## src/rtl/shift_pkg.sv

```systemverilog
// Shared types and elaboration helpers for the multi-cycle ALU shifter.
//   shift_op_e : shift operation encoding seen on the request port
//   state_e    : sequencing states of alu_shift_unit
//   amt_width  : width needed to hold a per-cycle shift amount 0..step
package shift_pkg;

   typedef enum logic [1:0] {
      SLL = 2'd0,
      SRL = 2'd1,
      SRA = 2'd2,
      ROR = 2'd3
   } shift_op_e;

   typedef enum logic [1:0] {
      IDLE  = 2'd0,
      SHIFT = 2'd1,
      DONE  = 2'd2
   } state_e;

   // The per-cycle amount must reach STEP itself, hence step + 1 codes.
   function automatic int amt_width(input int step);
      return $clog2(step + 1);
   endfunction

endpackage

```

## src/rtl/alu_shift_unit_if.sv

```systemverilog
// Request/response bundle between the ALU issue logic (master) and the
// multi-cycle shifter (slave).
//   in_valid/in_ready/in_op/in_data/in_shamt : request handshake + operands
//   flush                                    : synchronous abort
//   out_valid/out_ready/out_data/out_zero    : result handshake + zero flag
//   busy                                     : unit not idle
interface alu_shift_unit_if #(
   parameter int XLEN = 32
) ();
   import shift_pkg::*;

   localparam int SHAMT_W = $clog2(XLEN);

   logic               in_valid;
   logic               in_ready;
   shift_op_e          in_op;
   logic [XLEN-1:0]    in_data;
   logic [SHAMT_W-1:0] in_shamt;
   logic               flush;
   logic               out_valid;
   logic               out_ready;
   logic [XLEN-1:0]    out_data;
   logic               out_zero;
   logic               busy;

   modport master (
      output in_valid, in_op, in_data, in_shamt, flush, out_ready,
      input  in_ready, out_valid, out_data, out_zero, busy
   );

   modport slave (
      input  in_valid, in_op, in_data, in_shamt, flush, out_ready,
      output in_ready, out_valid, out_data, out_zero, busy
   );
endinterface

```

## src/rtl/shift_step.sv

```systemverilog
// One combinational shift step of 0..STEP bits for any shift op.
//   op     : operation to apply
//   data   : current partial result
//   amt    : bits to shift this step (0..STEP)
//   sign   : fill bit for SRA (sign of the originally captured operand)
//   result : data shifted by amt
module shift_step
   import shift_pkg::*;
#(
   parameter int XLEN = 32,
   parameter int STEP = 4,
   localparam int AMT_W = amt_width(STEP)
) (
   input  shift_op_e       op,
   input  logic [XLEN-1:0] data,
   input  logic [AMT_W-1:0] amt,
   input  logic            sign,
   output logic [XLEN-1:0] result
);

   // SRA and ROR shift a double-width word right and keep the low half:
   // the upper half supplies the fill bits (sign copies or the operand itself).
   always_comb begin
      result = data;
      case (op)
         SLL:     result = data << amt;
         SRL:     result = data >> amt;
         SRA:     result = XLEN'({{XLEN{sign}}, data} >> amt);
         ROR:     result = XLEN'({data, data} >> amt);
         default: result = data;
      endcase
   end

endmodule

```

## src/rtl/alu_shift_unit.sv

```systemverilog
// Multi-cycle SLL/SRL/SRA/ROR shifter moving up to STEP bits per cycle.
//   clk   : clock, rising edge
//   reset : asynchronous reset, active-high
//   bus   : slave side of alu_shift_unit_if (request, result, flush, busy)
//
//   state | meaning
//   IDLE  | waiting for a request, in_ready high
//   SHIFT | applying min(cnt, STEP) bits per cycle until cnt is used up
//   DONE  | result held on out_data/out_zero until out_ready
module alu_shift_unit
   import shift_pkg::*;
#(
   parameter int XLEN = 32,
   parameter int STEP = 4
) (
   input logic              clk,
   input logic              reset,
   alu_shift_unit_if.slave  bus
);

   localparam int SHAMT_W = $clog2(XLEN);
   localparam int AMT_W   = amt_width(STEP);

   state_e             state;
   shift_op_e          op_q;
   logic [XLEN-1:0]    data_q;
   logic [SHAMT_W-1:0] cnt_q;
   logic               sign_q;
   logic               out_valid_q;
   logic [XLEN-1:0]    out_data_q;
   logic               out_zero_q;

   logic               last_step;
   logic [AMT_W-1:0]   amt;
   logic [XLEN-1:0]    step_data;
   logic               accept;

   // One extra bit on the compare so STEP == XLEN still fits.
   assign last_step = {1'b0, cnt_q} <= (SHAMT_W + 1)'(STEP);
   assign amt       = last_step ? AMT_W'(cnt_q) : AMT_W'(STEP);

   assign bus.in_ready  = ~bus.flush &
                          ((state == IDLE) | ((state == DONE) & bus.out_ready));
   assign accept        = bus.in_valid & bus.in_ready;
   assign bus.out_valid = out_valid_q;
   assign bus.out_data  = out_data_q;
   assign bus.out_zero  = out_zero_q;
   assign bus.busy      = (state != IDLE);

   shift_step #(
      .XLEN (XLEN),
      .STEP (STEP)
   ) u_step (
      .op     (op_q),
      .data   (data_q),
      .amt    (amt),
      .sign   (sign_q),
      .result (step_data)
   );

   always_ff @(posedge clk or posedge reset) begin
      if (reset) begin
         state       <= IDLE;
         op_q        <= SLL;
         data_q      <= '0;
         cnt_q       <= '0;
         sign_q      <= 1'b0;
         out_valid_q <= 1'b0;
         out_data_q  <= '0;
         out_zero_q  <= 1'b0;
      end else if (bus.flush) begin
         state       <= IDLE;
         out_valid_q <= 1'b0;
      end else if (accept) begin
         // Reached from IDLE, or from DONE as the held result is consumed.
         state       <= SHIFT;
         op_q        <= bus.in_op;
         data_q      <= bus.in_data;
         cnt_q       <= bus.in_shamt;
         sign_q      <= bus.in_data[XLEN-1];
         out_valid_q <= 1'b0;
      end else begin
         case (state)
            SHIFT: begin
               data_q <= step_data;
               if (last_step) begin
                  cnt_q       <= '0;
                  state       <= DONE;
                  out_valid_q <= 1'b1;
                  out_data_q  <= step_data;
                  out_zero_q  <= (step_data == '0);
               end else begin
                  cnt_q <= cnt_q - SHAMT_W'(STEP);
               end
            end
            DONE: begin
               if (bus.out_ready) begin
                  state       <= IDLE;
                  out_valid_q <= 1'b0;
               end
            end
            default: ;
         endcase
      end
   end

endmodule

```

## src/flat_wrapper.sv

```systemverilog
// flat-port wrapper written by rule: the top's interface ports become plain ports
module alu_shift_unit_flat import shift_pkg::*;
#(
   parameter int XLEN = 32,
   parameter int STEP = 4
)
  (clk, reset, bus_in_valid, bus_in_op, bus_in_data, bus_in_shamt, bus_flush, bus_out_ready, bus_in_ready, bus_out_valid, bus_out_data, bus_out_zero, bus_busy);
  alu_shift_unit_if #(.XLEN(XLEN)) bus_i ();
  input logic clk;
  input logic reset;
  input wire logic [$bits(bus_i.in_valid)-1:0] bus_in_valid;
  input wire logic [$bits(bus_i.in_op)-1:0] bus_in_op;
  input wire logic [$bits(bus_i.in_data)-1:0] bus_in_data;
  input wire logic [$bits(bus_i.in_shamt)-1:0] bus_in_shamt;
  input wire logic [$bits(bus_i.flush)-1:0] bus_flush;
  input wire logic [$bits(bus_i.out_ready)-1:0] bus_out_ready;
  output wire logic [$bits(bus_i.in_ready)-1:0] bus_in_ready;
  output wire logic [$bits(bus_i.out_valid)-1:0] bus_out_valid;
  output wire logic [$bits(bus_i.out_data)-1:0] bus_out_data;
  output wire logic [$bits(bus_i.out_zero)-1:0] bus_out_zero;
  output wire logic [$bits(bus_i.busy)-1:0] bus_busy;
  assign bus_i.in_valid = bus_in_valid;
  assign bus_i.in_op = bus_in_op;
  assign bus_i.in_data = bus_in_data;
  assign bus_i.in_shamt = bus_in_shamt;
  assign bus_i.flush = bus_flush;
  assign bus_i.out_ready = bus_out_ready;
  assign bus_in_ready = bus_i.in_ready;
  assign bus_out_valid = bus_i.out_valid;
  assign bus_out_data = bus_i.out_data;
  assign bus_out_zero = bus_i.out_zero;
  assign bus_busy = bus_i.busy;
  alu_shift_unit #(.XLEN(XLEN), .STEP(STEP)) u_core (.clk(clk), .reset(reset), .bus(bus_i));
endmodule
```

## config.mk

```make
export PLATFORM = sky130hd
export DESIGN_NAME = alu_shift_unit_flat
export DESIGN_NICKNAME = d
export VERILOG_FILES = /design/src/rtl/shift_pkg.sv /design/src/rtl/alu_shift_unit_if.sv /design/src/rtl/shift_step.sv /design/src/rtl/alu_shift_unit.sv /design/src/flat_wrapper.sv
export SDC_FILE = /design/constraint.sdc
export NUM_CORES = 1
export LEC_CHECK = 0
export CAP_MARGIN = 20
export CORE_AREA = 2 2 102 179
export DETAILED_ROUTE_END_ITERATION = 8
export DIE_AREA = 0 0 104 181
export PLACE_DENSITY = 0.68
export SETUP_SLACK_MARGIN = 0.05
export SLEW_MARGIN = 20
export SYNTH_ARGS = -nofsm -noshare
export SYNTH_HDL_FRONTEND = slang
export SYNTH_SLANG_ARGS = --single-unit
export TNS_END_PERCENT = 50
```

## constraint.sdc

```tcl
create_clock -name clk -period 3.15 [get_ports clk]
set_clock_uncertainty 0.15 [all_clocks]
set_input_delay 0.315 -clock clk [delete_from_list [all_inputs] [get_ports clk]]
set_output_delay 0.315 -clock clk [all_outputs]
set_load 0.02 [all_outputs]
```

# [Yosys cells after proc, flatten, opt, wreduce, memory -nomap -nowiden]
# Index checks and enable logic that the tools add are counted.
[word_totals] ff_bits=76 inputBits=44 output_inout_bits=36 word_cells=54
[op_classes] n_addsub=1 order_cmp=1 eq_ne=7 shift=4 muxes=17 n_bitwise=6 reduce_logical=10
[op_table] operator="$pmux 32 s4" n=1
[op_table] operator="$shr 64x3->32" n=2
[op_table] operator="$mux 32" n=2
[op_table] operator="$logic_not 32->1" n=1
[op_table] operator="$shl 32x3->32" n=1
[op_table] operator="$shr 32x3->32" n=1
[op_table] operator="$mux 5" n=3
[op_table] operator="$mux 2" n=4
[op_table] operator="$eq 2x2->1 const B" n=3
[op_table] operator="$le 5x3->1 const B" n=1
[op_table] operator="$sub 5x3->5 const B" n=1
[op_table] operator="$eq 2x1->1 const B" n=2
[op_table] operator="$logic_not 2->1" n=2
[op_table] operator="$mux 1" n=4
[op_table] operator="$ne 4x2->1 const B" n=1
[op_table] operator="$ne 4x3->1 const B" n=1
[op_table] operator="$pmux 2 s2" n=1
[op_table] operator="$reduce_and 2->1" n=2
[op_table] operator="$reduce_and 4->1" n=1
[op_table] operator="$reduce_bool 2->1" n=2
[op_table] operator="$reduce_bool 4->1" n=1
[op_table] operator="$and 1x1->1" n=3
[op_table] operator="$mux 3" n=1
[op_table] operator="$reduce_and 3->1" n=1
[op_table] operator="3 further kinds" n=4

# [Longest topological paths before layout]
[depth] depth_word=7 depth_mapped=13 depth_no_buf=10

# [Modules after synthesis]
# Synthesis repeated with hierarchy kept, for this count alone.
[unflattened] hier_cells=525 hier_area_um2=6094.6
[by_module_without_submodules] mod="alu_shift_unit" instances=1 cells_per_inst=290 area_per_inst_um2=3538.4 seq_area_each_um2=1876.8
[by_module_without_submodules] mod="shift_step" instances=1 cells_per_inst=235 area_per_inst_um2=2556.2 seq_area_each_um2=0.0

# [Least setup slack after synthesis]
# OpenSTA, ideal clock, no wires.
[synth_timing] kind="register to register" startpoint="register u_core.cnt_q[3]" endpoint="register u_core.out_zero_q, in the netlist u_core.bus.out_zero" setup_ps=92 t_arrival_ps=2827 t_required_ps=2908 setup_slack_ps=81 path_stages_with_launch=14 n_path_buf=3 synth_period_minus_slack_ps=3069 path_cell_list="dfrtp_1 > buf_6 > inv_1 > ha_1 > or3b_1 > a21boi_1 > buf_2 > buf_2 > o2bb2ai_1 > o211ai_1 > o31ai_1 > nand4_1 > or3_1 > o31ai_2"
[synth_via] elab_chain_len=5 word_cells_on_any_way=9 classes_between="order compare: 1; shift: 4; mux: 2; reduce/logical: 2"
[synth_lines] item="start, declared" line="alu_shift_unit.sv:27" rtl="logic [SHAMT_W-1:0] cnt_q;"
[synth_lines] item="start signal, assigned" line="alu_shift_unit.sv:79" rtl="cnt_q <= bus.in_shamt;"
[synth_lines] item="start signal, assigned" line="alu_shift_unit.sv:93" rtl="cnt_q <= cnt_q - SHAMT_W'(STEP);"
[synth_lines] item="$le 5x3->1 *" line="alu_shift_unit.sv:39" rtl="assign last_step = {1'b0, cnt_q} <= (SHAMT_W + 1)'(STEP);"
[synth_lines] item="$mux 3" line="alu_shift_unit.sv:40" rtl="assign amt = last_step ? AMT_W'(cnt_q) : AMT_W'(STEP);"
[synth_lines] item="$shr 64x3->32, or another cell as far along" line="shift_step.sv:29" rtl="ROR: result = XLEN'({data, data} >> amt);"
[synth_lines] item="$pmux 32 s4" line="shift_step.sv:25" rtl="case (op)"
[synth_lines] item="$logic_not 32->1" line="alu_shift_unit.sv:91" rtl="out_zero_q <= (step_data == '0);"
[synth_lines] item="end signal, assigned" line="alu_shift_unit.sv:91"
[synth_lines] item="end, declared" line="alu_shift_unit.sv:31" rtl="logic out_zero_q;"
# Every way passes the cells marked *; elsewhere a longest branch is shown, timed or not.
# A chain may end at the register's enable or synchronous reset.

# [Final worst setup path]
[layout_timing] startpoint="register u_core.cnt_q[2]" endpoint="register u_core.out_zero_q, in the netlist u_core.bus.out_zero"
[layout_via] elab_chain_len=5 word_cells_on_any_way=9 classes_between="order compare: 1; shift: 4; mux: 2; reduce/logical: 2"
[layout_lines] item="$le 5x3->1" line="alu_shift_unit.sv:39"
[layout_lines] item="$mux 3" line="alu_shift_unit.sv:40"
[layout_lines] item="$shr 64x3->32, or another cell as far along" line="shift_step.sv:29"
[layout_lines] item="$pmux 32 s4" line="shift_step.sv:25"
[layout_lines] item="$logic_not 32->1" line="alu_shift_unit.sv:91"
# Parallel ways exist; a longest one is shown, timed or not.

==> results.sh <==
export IMPL_antenna_cells=0
export IMPL_place_hpwl_um=20000
export IMPL_numPortBuffers=79
export IMPL_h_tree_depth=3
export IMPL_placed_area_um2=7860
export IMPL_timing_fmax_mhz=315
export IMPL_clk_pin_slew_ps=80
export IMPL_grt_pass1_vias=7001
export IMPL_synth_top_family_by_area="compound AO/OA/AOI/OAI gates"
export IMPL_grt_max_degree=65
export IMPL_ant_nets=0
export IMPL_mostFrequentLayoutCells="buf_4 (125), nand2_1 (113), o21ai_0 (79), clkdlybuf4s50_1 (79), dfrtp_1 (73)"
export IMPL_vias_per_cell=6.19
export IMPL_pin_count=80
export IMPL_tritoncts="yes"
export IMPL_final_nets=951
export IMPL_numCtsBuffers=9
export IMPL_cp_data_arrival_time_ps=3300
export IMPL_coreArea_um2=17300
export IMPL_vias=7058
export IMPL_die_h_um=181
export IMPL_critPathSlowestCell="or4b_4"
export IMPL_ctsHoldBuffers=0
export IMPL_start_kind="flop"
export IMPL_synth_xor_area_share_pct=0
export IMPL_slew_viol_final=0
export IMPL_die_x_um=104
export IMPL_hold_ws_ps=158
export IMPL_outcome="finished with violations"
export IMPL_grt_pass1_wl_um=40500
export IMPL_synth_edf_count=0
export IMPL_cts_sinks=75
export IMPL_place_ws_ps=-346
export IMPL_die_area_um2=18800
export IMPL_synthTopCellsByArea="dfrtp_1 (31%), nand2_1 (7.1%), o21ai_0 (6.9%), a22oi_1 (5.0%), a21oi_1 (4.8%)"
export IMPL_yosys_warnings=0
export IMPL_leakagePower_nw=3.42
export IMPL_synth_cell_types=70
export IMPL_finalSetupViolCount=1
export IMPL_gp_congestion=1.03
export IMPL_rr_worst_depth=10
export IMPL_cp_slowest_stage_delay_ps=570
export IMPL_antenna_found_initial=0
export IMPL_async_flop_share_pct=100
export IMPL_drive_above_1_share_pct=23.5
export IMPL_drv_cap=0
export IMPL_dpl_cell_count=1121
export IMPL_fin_cells=1141
export IMPL_p_per_area_nw_per_um2=1330
export IMPL_finalCritPeriodShare_pct=101
export IMPL_worstPathCellList="or4b_4 -> buf_12 -> buf_4 -> a211oi_2 -> nor4_1 -> or3_1 -> o31ai_4 -> nand4b_1 -> or4b_4 -> o31ai_2"
export IMPL_synth_top_area_cell="dfrtp_1"
export IMPL_yosys_area_top_type_share_pct=31.3
export IMPL_synth_flop_cell="dfrtp_1"
export IMPL_wl_um=26400
export IMPL_finalInstanceArea_um2=8340
export IMPL_rows=64
export IMPL_worstMarginPinSlew_ps=619
export IMPL_violations="negative setup slack"
export IMPL_critPathKind="flop to flop"
export IMPL_synth_simple_area_share_pct=18.6
export IMPL_hold_viol=0
export IMPL_syn_inst=763
export IMPL_crit_path_end_kind="flop"
export IMPL_synth_avg_cell_area_um2=7.85
export IMPL_dr_first_iter_drc_count=664
export IMPL_synth_fp_nets=809
export IMPL_synth_fa_ha_area_share_pct=0.418
export IMPL_grtUsageTotal_pct=28.1
export IMPL_cp_top_family="simple AND/OR/NAND/NOR gates"
export IMPL_synthesis_area_um2=5990
export IMPL_fin_ws_ps=-23.2
export IMPL_cts_max_path_buffers=2
export IMPL_synth_compound_area_share_pct=37.5
export IMPL_worstHoldPathType="input pin to asynchronous set/reset pin"
export IMPL_drc_errors=0
export IMPL_ys_ff_latch=75
export IMPL_wl_per_cell_um=23.2
export IMPL_relSlewSlack_pct=58.4
export IMPL_period_needed_ps=3170
export IMPL_crit_path_max_fanout=24
export IMPL_yosysSeqAreaShare_pct=31.3
export IMPL_first_pass_iters=6
export IMPL_area_growth_pct=39.3
export IMPL_overflow=0
export IMPL_rsz0062_at_grt="yes"
export IMPL_clk_latency_ps=360
export IMPL_final_common_cell="buf_4"
export IMPL_critPathBufInv=2
export IMPL_synth_mux_area_share_pct=4.95
export IMPL_start_util_pct=34.6
export IMPL_peakVddDrop_mv=0.727
export IMPL_crit_required_ps=3270
export IMPL_crit_cells=10
export IMPL_crit_top_cell="or4b_4"
export IMPL_root_buffer="clkbuf_16"
-- registers in the layout, indices dropped and copies added (netlist names) --
register and cells:
u_core.bus.out_data 32, u_core.data_q 32, u_core.op_q 2, u_core.bus.out_zero 1, u_core.sign_q 1, u_core.bus.out_valid 1, u_core.cnt_q 5, u_core.state 1
-- routing by layer --
layer  GRT usage [%]  vias to the layer above  share of wire, %
met2            49.4                      369                50
met4            24.6                        0                10
met3            4.08                      152               5.6
li1                -                     3157                 -
met5               0                        -                 0
met1            28.8                     3380                34
-- path summary, 6_finish.rpt --
| kind | startpoint | to | slack [ps] |
|---|---|---|---|
| max | u_core.cnt_q[2] | u_core.bus.out_zero | -20 |
| min | reset | u_core.data_q[28] | 160 |
| max reg2reg | u_core.cnt_q[2] | u_core.bus.out_zero | -20 |
| min reg2reg | u_core.bus.out_data[12] | u_core.bus.out_data[12] | 330 |
| max in group asynchronous | reset | u_core.cnt_q[2] | 2000 |
| min in group clk | u_core.bus.out_data[12] | u_core.bus.out_data[12] | 330 |
-- where the power goes --
group	switching (mW)	internal (mW)
combinational	4.27	3.56
sequential	0.711	1.39
clock	0.477	0.726
total	5.46	5.67
-- logic make-up (layout without fill, tap and decap cells) --
family	count (synthesis)	count (layout)
AOI/OAI and AO/OA	330	330
and+or+nand+nor	230	230
buffers and inverters	97	244
DFF	75	75
muxes	29	29
adders and majority gates	2	2
-- synthesized netlist by cell type (all sizes together), types with 5 or more instances --
cell	instances
nand2	114
o21ai	88
dfrtp	75
a21oi	58
clkbuf	48
a22oi	40
buf	38
nor2	38
mux2i	24
a211oi	18
nand3	14
o211ai	13
a221oi	12
nor3	12
a21o	11
inv	11
o31ai	11
a2bb2oi	7
o22ai	7
o31a	7
a31oi	5
a32o	5
and2	5
mux2	5
nand3b	5
nand4	5
nor3b	5
o21bai	5
or3	5
-- through the flow --
stage / TNS, ps / power [mW] / util (%)
after floorplan: 0 / 5.75 / -
after global placement: -271 / 9.50 / 45.4
after detailed placement: -346 / 9.51 / 45.4
after CTS: -20.4 / 10.9 / 47.9
after global routing: -111 / 11.7 / 48.2
final: -23.2 / 11.1 / 48.2
-- cell type report --
| class | count | area (um2) |
|---|---|---|
| Fill cell | 1747 | 8950 |
| Clock buffer | 10 | 239 |
| Sequential cell | 75 | 1880 |
| Timing Repair Buffer | 217 | 1980 |
| Tap cell | 231 | 289 |
| Clock inverter | 6 | 96.3 |
| Inverter | 11 | 41.3 |
| Multi-Input combinational cell | 591 | 3820 |
-- what timing repair did --
action                                 4_1_cts  5_1_grt
buffers inserted                             3        1
resized for setup                           17       12
setup endpoints to repair                    1        2
endpoints found under the hold margin        0        0
pin swaps                                    5        9
Power figures use the tool's default switching activity.
